===== config.mk =====
export PLATFORM = sky130hd
export DESIGN_NAME = muldiv_unit
export DESIGN_NICKNAME = d
export VERILOG_FILES = /design/src/rtl/muldiv_pkg.sv /design/src/rtl/muldiv_sign_ctrl.sv /design/src/rtl/muldiv_unit.sv
export SDC_FILE = /design/constraint.sdc
export NUM_CORES = 1
export LEC_CHECK = 0
export CELL_PAD_IN_SITES_DETAIL_PLACEMENT = 2
export CELL_PAD_IN_SITES_GLOBAL_PLACEMENT = 2
export CORE_ASPECT_RATIO = 0.5
export CORE_MARGIN = 1.5
export CORE_UTILIZATION = 35
export CTS_BUF_LIST = sky130_fd_sc_hd__clkbuf_2
export CTS_CLUSTER_DIAMETER = 200
export DETAILED_ROUTE_END_ITERATION = 16
export GPL_TIMING_DRIVEN = 0
export PLACE_DENSITY_LB_ADDON = 0.1
export SLEW_MARGIN = 20
export SYNTH_ARGS = -nofsm -noshare
export SYNTH_HDL_FRONTEND = slang
export SYNTH_SLANG_ARGS = --single-unit

===== constraint.sdc =====
create_clock -name i_clk -period 6.95 [get_ports i_clk]
set_input_delay 0.695 -clock i_clk [delete_from_list [all_inputs] [get_ports i_clk]]
set_output_delay 0.695 -clock i_clk [all_outputs]
set_load 0.1 [all_outputs]

===== src/rtl/muldiv_pkg.sv =====
// rtl/muldiv_pkg.sv - shared definitions for the RV32M multiply/divide unit
// Purpose: op-code encodings (shared with the EX ALU decoder), FSM state
//          encoding and the iteration-counter width helper.
// Ports:   none (package).
// Config:  MULDIV_FAST_MUL_EN is consumed by muldiv_unit, not here.
package muldiv_pkg;

    localparam logic [4:0] OP_MUL    = 5'b01010;
    localparam logic [4:0] OP_MULH   = 5'b01011;
    localparam logic [4:0] OP_MULHSU = 5'b01100;
    localparam logic [4:0] OP_MULHU  = 5'b01101;
    localparam logic [4:0] OP_DIV    = 5'b01110;
    localparam logic [4:0] OP_DIVU   = 5'b01111;
    localparam logic [4:0] OP_REM    = 5'b10000;
    localparam logic [4:0] OP_REMU   = 5'b10001;

    typedef enum logic [1:0] {
        ST_IDLE = 2'd0,
        ST_BUSY = 2'd1,
        ST_FIX  = 2'd2,
        ST_DONE = 2'd3
    } state_e;

    // Counter must hold the values 0..nb_data.
    function automatic int cnt_width(input int nb_data);
        return $clog2(nb_data + 1);
    endfunction

endpackage


===== src/rtl/muldiv_sign_ctrl.sv =====
// rtl/muldiv_sign_ctrl.sv - operand sign handling and special-case detection
// Purpose: decodes the op, produces operand magnitudes, the result-negate
//          flag, and flags for div-by-zero, signed overflow and unknown op.
// Ports:   i_alu_op, i_data1, i_data2      - request op and operands
//          o_mag1, o_mag2                  - operand magnitudes
//          o_neg                           - negate the unsigned result
//          o_is_div                        - divide/remainder op
//          o_sel_hi                        - take high product half / remainder
//          o_div_zero, o_ovf, o_unknown    - special-case flags
module muldiv_sign_ctrl #(
    parameter int NB_DATA = 32,
    parameter int NB_CTRL = 5
) (
    input  logic [NB_CTRL-1:0] i_alu_op,
    input  logic [NB_DATA-1:0] i_data1,
    input  logic [NB_DATA-1:0] i_data2,
    output logic [NB_DATA-1:0] o_mag1,
    output logic [NB_DATA-1:0] o_mag2,
    output logic               o_neg,
    output logic               o_is_div,
    output logic               o_sel_hi,
    output logic               o_div_zero,
    output logic               o_ovf,
    output logic               o_unknown
);
    import muldiv_pkg::*;

    localparam logic [NB_DATA-1:0] MOST_NEG = {1'b1, {(NB_DATA-1){1'b0}}};

    logic sgn1;
    logic sgn2;
    logic signed_div;

    always_comb begin
        sgn1       = 1'b0;
        sgn2       = 1'b0;
        signed_div = 1'b0;
        o_is_div   = 1'b0;
        o_sel_hi   = 1'b0;
        o_unknown  = 1'b0;
        case (i_alu_op)
            // Low half of the product is sign-agnostic, so MUL runs unsigned.
            NB_CTRL'(OP_MUL): ;
            NB_CTRL'(OP_MULH): begin
                o_sel_hi = 1'b1;
                sgn1     = i_data1[NB_DATA-1];
                sgn2     = i_data2[NB_DATA-1];
            end
            NB_CTRL'(OP_MULHSU): begin
                o_sel_hi = 1'b1;
                sgn1     = i_data1[NB_DATA-1];
            end
            NB_CTRL'(OP_MULHU): o_sel_hi = 1'b1;
            NB_CTRL'(OP_DIV): begin
                o_is_div   = 1'b1;
                signed_div = 1'b1;
                sgn1       = i_data1[NB_DATA-1];
                sgn2       = i_data2[NB_DATA-1];
            end
            NB_CTRL'(OP_DIVU): o_is_div = 1'b1;
            NB_CTRL'(OP_REM): begin
                o_is_div   = 1'b1;
                o_sel_hi   = 1'b1;
                signed_div = 1'b1;
                sgn1       = i_data1[NB_DATA-1];
                sgn2       = i_data2[NB_DATA-1];
            end
            NB_CTRL'(OP_REMU): begin
                o_is_div = 1'b1;
                o_sel_hi = 1'b1;
            end
            default: o_unknown = 1'b1;
        endcase
    end

    // Negating the most-negative value wraps back onto itself, which is the
    // correct unsigned magnitude 2^(NB_DATA-1).
    assign o_mag1 = sgn1 ? -i_data1 : i_data1;
    assign o_mag2 = sgn2 ? -i_data2 : i_data2;

    // Remainder follows the dividend sign; product and quotient use the XOR.
    assign o_neg      = (o_is_div && o_sel_hi) ? sgn1 : (sgn1 ^ sgn2);
    assign o_div_zero = o_is_div && (i_data2 == '0);
    assign o_ovf      = signed_div && (i_data1 == MOST_NEG) && (&i_data2);

endmodule


===== src/rtl/muldiv_unit.sv =====
// rtl/muldiv_unit.sv - multi-cycle RV32M multiply/divide unit
// Purpose: accepts one op via valid/ready, iterates one bit per cycle
//          (shift-add multiply, restoring divide), applies sign correction
//          and holds the result until consumed.
// Ports:   i_clk, i_rst                         - clock, sync active-high reset
//          i_valid, o_ready, i_alu_op,
//          i_data1, i_data2, i_tag              - request side
//          o_valid, i_ready, o_result,
//          o_zero, o_tag                        - result side
//          i_flush                              - abort in-flight op
// Config:  MULDIV_FAST_MUL_EN - multiply ops use a single-cycle multiplier
//          and go IDLE->FIX->DONE; otherwise multiply is iterative.
module muldiv_unit #(
    parameter int NB_DATA = 32,
    parameter int NB_CTRL = 5,
    parameter int NB_TAG  = 5
) (
    input  logic               i_clk,
    input  logic               i_rst,
    output logic               o_ready,
    output logic               o_valid,
    output logic [NB_DATA-1:0] o_result,
    output logic               o_zero,
    output logic [NB_TAG-1:0]  o_tag,
    input  logic               i_valid,
    input  logic [NB_CTRL-1:0] i_alu_op,
    input  logic [NB_DATA-1:0] i_data1,
    input  logic [NB_DATA-1:0] i_data2,
    input  logic [NB_TAG-1:0]  i_tag,
    input  logic               i_ready,
    input  logic               i_flush
);
    import muldiv_pkg::*;

    localparam int               NB_PROD   = 2 * NB_DATA;
    localparam int               CNT_W     = cnt_width(NB_DATA);
    localparam logic [CNT_W-1:0] LAST_ITER = CNT_W'(NB_DATA - 1);

    state_e              state_q;
    logic                ready_q;
    logic                valid_q;
    logic [NB_DATA-1:0]  result_q;
    logic [NB_TAG-1:0]   tag_q;
    logic [NB_PROD-1:0]  acc_q;
    logic [NB_DATA-1:0]  mb_q;
    logic [CNT_W-1:0]    cnt_q;
    logic                neg_q;
    logic                is_div_q;
    logic                sel_hi_q;

    logic [NB_DATA-1:0]  mag1;
    logic [NB_DATA-1:0]  mag2;
    logic                neg;
    logic                is_div;
    logic                sel_hi;
    logic                div_zero;
    logic                ovf;
    logic                unknown;

    muldiv_sign_ctrl #(
        .NB_DATA (NB_DATA),
        .NB_CTRL (NB_CTRL)
    ) u_sign_ctrl (
        .i_alu_op   (i_alu_op),
        .i_data1    (i_data1),
        .i_data2    (i_data2),
        .o_mag1     (mag1),
        .o_mag2     (mag2),
        .o_neg      (neg),
        .o_is_div   (is_div),
        .o_sel_hi   (sel_hi),
        .o_div_zero (div_zero),
        .o_ovf      (ovf),
        .o_unknown  (unknown)
    );

    logic               accept;
    logic               special;
    logic [NB_DATA-1:0] special_res;

    assign accept  = i_valid && ready_q && !i_flush;
    assign special = div_zero || ovf || unknown;

    // sel_hi on a divide op means "remainder".
    always_comb begin
        special_res = '0;
        if (div_zero) begin
            special_res = sel_hi ? i_data1 : '1;
        end else if (ovf) begin
            special_res = sel_hi ? '0 : i_data1;
        end
    end

    // One iteration step. The first step runs on the accept edge straight
    // from the fresh operands, so BUSY only needs NB_DATA-1 further cycles.
    // Accumulator layout: multiply {partial_hi, multiplier_lo},
    // divide {remainder, dividend/quotient}.
    logic [NB_PROD-1:0] step_in;
    logic [NB_DATA-1:0] step_mb;
    logic               step_div;
    logic [NB_DATA:0]   part;
    logic [NB_DATA:0]   diff;
    logic [NB_DATA:0]   sum;
    logic [NB_PROD-1:0] step_d;

    always_comb begin
        step_in  = (state_q == ST_IDLE) ? {{NB_DATA{1'b0}}, mag1} : acc_q;
        step_mb  = (state_q == ST_IDLE) ? mag2 : mb_q;
        step_div = (state_q == ST_IDLE) ? is_div : is_div_q;
        part     = step_in[NB_PROD-1:NB_DATA-1];
        diff     = part - {1'b0, step_mb};
        sum      = {1'b0, step_in[NB_PROD-1:NB_DATA]}
                 + (step_in[0] ? {1'b0, step_mb} : '0);
        if (step_div) begin
            // Restore (keep the shifted remainder) when the subtract borrows.
            if (!diff[NB_DATA]) begin
                step_d = {diff[NB_DATA-1:0], step_in[NB_DATA-2:0], 1'b1};
            end else begin
                step_d = {part[NB_DATA-1:0], step_in[NB_DATA-2:0], 1'b0};
            end
        end else begin
            step_d = {sum, step_in[NB_DATA-1:1]};
        end
    end

    logic [NB_PROD-1:0] prod;
    logic [NB_DATA-1:0] div_val;
    logic [NB_DATA-1:0] fix_d;

    always_comb begin
        prod    = neg_q ? -acc_q : acc_q;
        div_val = sel_hi_q ? acc_q[NB_PROD-1:NB_DATA] : acc_q[NB_DATA-1:0];
        if (is_div_q) begin
            fix_d = neg_q ? -div_val : div_val;
        end else begin
            fix_d = sel_hi_q ? prod[NB_PROD-1:NB_DATA] : prod[NB_DATA-1:0];
        end
    end

`ifdef MULDIV_FAST_MUL_EN
    logic [NB_PROD-1:0] fast_prod;
    assign fast_prod = NB_PROD'(mag1) * NB_PROD'(mag2);
`endif

    always_ff @(posedge i_clk) begin
        if (i_rst) begin
            state_q  <= ST_IDLE;
            ready_q  <= 1'b1;
            valid_q  <= 1'b0;
            result_q <= '0;
            tag_q    <= '0;
            acc_q    <= '0;
            mb_q     <= '0;
            cnt_q    <= '0;
            neg_q    <= 1'b0;
            is_div_q <= 1'b0;
            sel_hi_q <= 1'b0;
        end else begin
            case (state_q)
                ST_IDLE: begin
                    if (accept) begin
                        tag_q    <= i_tag;
                        mb_q     <= mag2;
                        neg_q    <= neg;
                        is_div_q <= is_div;
                        sel_hi_q <= sel_hi;
                        ready_q  <= 1'b0;
                        if (special) begin
                            result_q <= special_res;
                            valid_q  <= 1'b1;
                            state_q  <= ST_DONE;
                        end
`ifdef MULDIV_FAST_MUL_EN
                        else if (!is_div) begin
                            acc_q   <= fast_prod;
                            state_q <= ST_FIX;
                        end
`endif
                        else begin
                            acc_q   <= step_d;
                            cnt_q   <= CNT_W'(1);
                            state_q <= ST_BUSY;
                        end
                    end
                end
                ST_BUSY: begin
                    if (i_flush) begin
                        state_q <= ST_IDLE;
                        ready_q <= 1'b1;
                        valid_q <= 1'b0;
                    end else begin
                        acc_q <= step_d;
                        cnt_q <= cnt_q + CNT_W'(1);
                        if (cnt_q == LAST_ITER) begin
                            state_q <= ST_FIX;
                        end
                    end
                end
                ST_FIX: begin
                    if (i_flush) begin
                        state_q <= ST_IDLE;
                        ready_q <= 1'b1;
                        valid_q <= 1'b0;
                    end else begin
                        result_q <= fix_d;
                        valid_q  <= 1'b1;
                        state_q  <= ST_DONE;
                    end
                end
                ST_DONE: begin
                    if (i_flush || i_ready) begin
                        state_q <= ST_IDLE;
                        ready_q <= 1'b1;
                        valid_q <= 1'b0;
                    end
                end
                default: begin
                    state_q <= ST_IDLE;
                    ready_q <= 1'b1;
                    valid_q <= 1'b0;
                end
            endcase
        end
    end

    assign o_ready  = ready_q;
    assign o_valid  = valid_q;
    assign o_result = result_q;
    assign o_tag    = tag_q;
    assign o_zero   = (result_q == '0);

endmodule


==> impl_summary.md <==
Run status
The flow ran to the end, and the final reports show no timing, DRC or antenna violations.

Yosys
The share of Yosys cell area claimed by the top area cell type is 18.5%. The register bit count reported by yosys is 146. Synthesis instantiated 90 different standard cells from the library. The post-synthesis net count is 2390. Of all flip-flops after synthesis, the portion carrying an async set or reset was 0%. In the post-synthesis netlist, the biggest area contributors are sky130_fd_sc_hd__dfxtp_1 (19%), sky130_fd_sc_hd__nor2_1 (7.4%), sky130_fd_sc_hd__ha_1 (5.9%). The number of flops mapped to enable cells by yosys is 0.

Counting every instance in the synthesized netlist gives between 2000 and 2500. The summed instance area of the synthesized netlist is about 16000 sq um. The library cell with the largest summed area after synthesis is sky130_fd_sc_hd__dfxtp_1. Counting instances in the post-synthesis netlist gives the leading cell types as sky130_fd_sc_hd__nor2_1 (310), sky130_fd_sc_hd__a21oi_1 (167), sky130_fd_sc_hd__nand2_1 (157). The most common cell in the synthesized netlist is sky130_fd_sc_hd__nor2_1.

The total of warnings raised by yosys is 0. For this run, the register share of the synthesized area comes to 18.5%. The primary flip-flop cell chosen by synthesis mapping is sky130_fd_sc_hd__dfxtp_1. The mean post-synth cell area is just over 7 sq um.

Setup path
The endpoint identified for the worst register-to-register timing path is acc_q[43]. STA puts the critical path data required time at ~7.9 ns. STA classifies the critical path startpoint as an input pin. The register-to-register setup slack is 0.21 ns. For the worst setup path, the data arrival time is between 7 and 8 ns.

The launch point of the worst reg-to-reg path is state_q[0]. The maximum fanout encountered on the critical timing path is 10. The critical path endpoint category is a flop. The cell count of the worst reg-to-reg path is 21. The critical path in this run is classified as input pin to flop.

Final layout
The final design instance area without fill is approximately 18000 sq um. The synthesis-to-finish area growth is 14.1%. At the end of the flow, the number of nets in the layout was between 2000 and 3000. The share of post-route cells with drive strength above 1 is around 5.9%.

Floorplanning
After floorplanning, the core was divided into 54 placement rows. The die covers approximately 46000 sq um. The horizontal die dimension is a little over 300 um.

For this configuration, the core starts out at a cell density of 35.8%. In this run the vertical extent of the chip is approximately 150 um. roughly 120 I/O pins were placed.

The core region is about 44000 sq um.

Route
The detailed router finished its first iteration with 1900 violations. The total routed wirelength is 88.1 mm. The routed layout has between 15000 and 20000 vias.

The post-route antenna net violation count is 0. After detailed routing, the average wire length per cell comes to just under 30 um. In the routed design, unresolved DRC markers number 0. The first TritonRoute pass finished after 6 iterations.

The via-per-instance ratio is 6.37.

Run
Across the run, the number of max-cap violations was 0.

Clock network
The clock passes through at most 2 buffers. The number of clock sinks is 146. The cell sitting at the root of the clock tree is a sky130_fd_sc_hd__clkbuf_2.

The quantity of hold-fixing buffers added after cts is 0. The later pin in the worst-skew pair is clocked with a latency of 1.00 ns. TritonCTS built the clock tree. The CTS clock-pin slew for the worst setup and hold paths is ~0.33 ns. Buffers inserted during clock tree synthesis total 17.

The H-tree generated during clock tree synthesis spans 4 levels.

Place
Detailed placement ended at an HPWL of roughly 70 mm. The routability congestion estimate is around 1. The number of buffer cells added on primary ports is 114. The cell area reported after detailed placement is 17700 sq um.

Min path
The count of cells along the worst hold path is 3. For hold timing, the worst endpoint is mb_q[19]. The classification of the worst-slack hold path is input pin to flop.

In this run the most critical hold path is launched from i_data2[19].

STA
After layout, the minimum clock period comes to around 6.8 ns. Setup repair after global routing left no endpoint under its margin. The fmax is around 0.15 GHz. The post-route clock period utilization is slightly below 100%. Between clock sinks in the finished design, the worst skew comes to about 0.087 ns. The final number of hold-violating endpoints is 0. The final setup violation count is 0. The setup TNS is 0 ns. The max-slew headroom at the worst pin is about a fifth. The final count of pins violating max slew is 0. At the pin with the least slew margin, the transition time is about 1.2 ns.

GRT
Global routing consumed, over all layers together, between 30% and 40% of the routing resources. Entering global routing, the biggest net connects 17 pins. The total grt overflow is 0. The first-pass GRT wire length is 128 mm. The via count of the first global-routing pass is 19104. The number of antenna violations at the first check in global routing is 5.

Pwr
The analysis attributes to cell leakage a power of between 0.006 and 0.007 uW. The power per unit of standard cell area is ~390 nW/um^2. The total power is around 7000 uW. VDD sags by at most 0.143 mV.
## cell type report
class	instances	area [sq um]
well taps	588	736
clock buffers	17	85.1
multi-input cells	1868	12000
inverters	50	188
fillers	5304	26000
repair buffers	115	1150
clock inverters	15	164
diodes	5	12.5
flip-flops and latches	146	2920
plain buffers	169	696
## how the worst max path moves through the flow
stage / startpoint / end / depth (start not counted)
floorplan: i_data1[12] / acc_q[58] / 21
global placement: i_alu_op[1] / acc_q[63] / 25
detailed placement: i_alu_op[1] / acc_q[43] / 25
CTS: i_alu_op[1] / acc_q[62] / 25
global route: state_q[0] / acc_q[43] / 21
finish: i_data1[9] / acc_q[43] / 22
## placed cells by master (no fill, tap or decap), types with 25 or more instances in the layout
cell	n
sky130_fd_sc_hd__a211oi_1	97
sky130_fd_sc_hd__a21oi_1	166
sky130_fd_sc_hd__a311oi_1	33
sky130_fd_sc_hd__a31oi_1	31
sky130_fd_sc_hd__buf_2	25
sky130_fd_sc_hd__clkbuf_1	113
sky130_fd_sc_hd__clkbuf_2	32
sky130_fd_sc_hd__clkdlybuf4s50_1	114
sky130_fd_sc_hd__dfxtp_1	146
sky130_fd_sc_hd__ha_1	74
sky130_fd_sc_hd__inv_1	49
sky130_fd_sc_hd__mux2i_1	42
sky130_fd_sc_hd__nand2_1	156
sky130_fd_sc_hd__nand3_1	65
sky130_fd_sc_hd__nor2_1	310
sky130_fd_sc_hd__nor2b_1	36
sky130_fd_sc_hd__nor3_1	73
sky130_fd_sc_hd__o211ai_1	28
sky130_fd_sc_hd__o21ai_0	136
sky130_fd_sc_hd__o31ai_1	35
sky130_fd_sc_hd__or3_1	30
sky130_fd_sc_hd__xnor2_1	94
sky130_fd_sc_hd__xor2_1	98
## routing by layer
metal | share of wire (%) | track usage, %
met2 | 42 | 56.8
met3 | 9.5 | 7.09
met4 | 2.6 | 10.7
met5 | 0.031 | 0
met1 | 46 | 53.5
## worst max-delay path: stages
cell	delay, ns
sky130_fd_sc_hd__clkdlybuf4s50_1	0.62
sky130_fd_sc_hd__or4_4	0.61
sky130_fd_sc_hd__or4_1	0.40
sky130_fd_sc_hd__buf_2	0.18
sky130_fd_sc_hd__nor4_1	0.45
sky130_fd_sc_hd__and2b_1	0.34
sky130_fd_sc_hd__a31oi_1	0.16
sky130_fd_sc_hd__o2bb2ai_2	0.35
sky130_fd_sc_hd__inv_1	0.09
sky130_fd_sc_hd__ha_1	0.24
sky130_fd_sc_hd__fa_1	0.41
sky130_fd_sc_hd__nand2b_1	0.20
sky130_fd_sc_hd__a21oi_1	0.41
sky130_fd_sc_hd__o21ai_1	0.29
sky130_fd_sc_hd__a211oi_2	0.42
sky130_fd_sc_hd__nor4_4	0.15
sky130_fd_sc_hd__or3_1	0.38
sky130_fd_sc_hd__clkbuf_1	0.23
sky130_fd_sc_hd__nand2_2	0.32
sky130_fd_sc_hd__clkbuf_2	0.37
sky130_fd_sc_hd__nand3_1	0.13
sky130_fd_sc_hd__a211oi_1	0.24
## flip-flops by register name, summed over array words and instances (netlist names)
name,count
acc_q,64
cnt_q,6
is_div_q,1
mb_q,32
neg_q,1
o_ready,1
o_result,32
o_tag,5
o_valid,1
sel_hi_q,1
state_q,2
## report_power, final
part	switching, uW	internal (uW)	total (uW)
sequential	178	1000	1180
combinational	3720	1500	5230
clock	455	152	607
total	4360	2660	7010
## metrics by stage
step	cells	utilization [%]	setup slack, ns	hold WS (ns)
after floorplan	2235	-	1.31	0.434
after global placement	2937	40.1	-1.91	0.441
after detailed placement	2938	40.2	-2.03	0.453
after CTS	2970	40.8	0.0323	0.142
after global routing	2970	40.9	0.0440	0.149
final	2973	40.9	0.140	0.164
## timing repair
item	4_1_cts	5_1_grt
endpoints found under the setup margin	33	29
cloned	0	0
buffers inserted	0	0
resized for setup	18	11
## cell families (layout without fill, tap and decap cells)
family	after synthesis	count (layout)	share of synthesized area (%)
XOR/XNOR	192	192	10.7
other	0	5	0
flip-flops	146	146	18.5
adder cells (fa/ha/maj)	76	76	6.13
AO/OA/AOI/OAI	701	701	29.4
multiplexers	57	57	3.74
buffers and inverters	221	366	5.53
AND/OR/NAND/NOR	842	842	26.0
No activity file was read; power rests on OpenSTA's default activity.
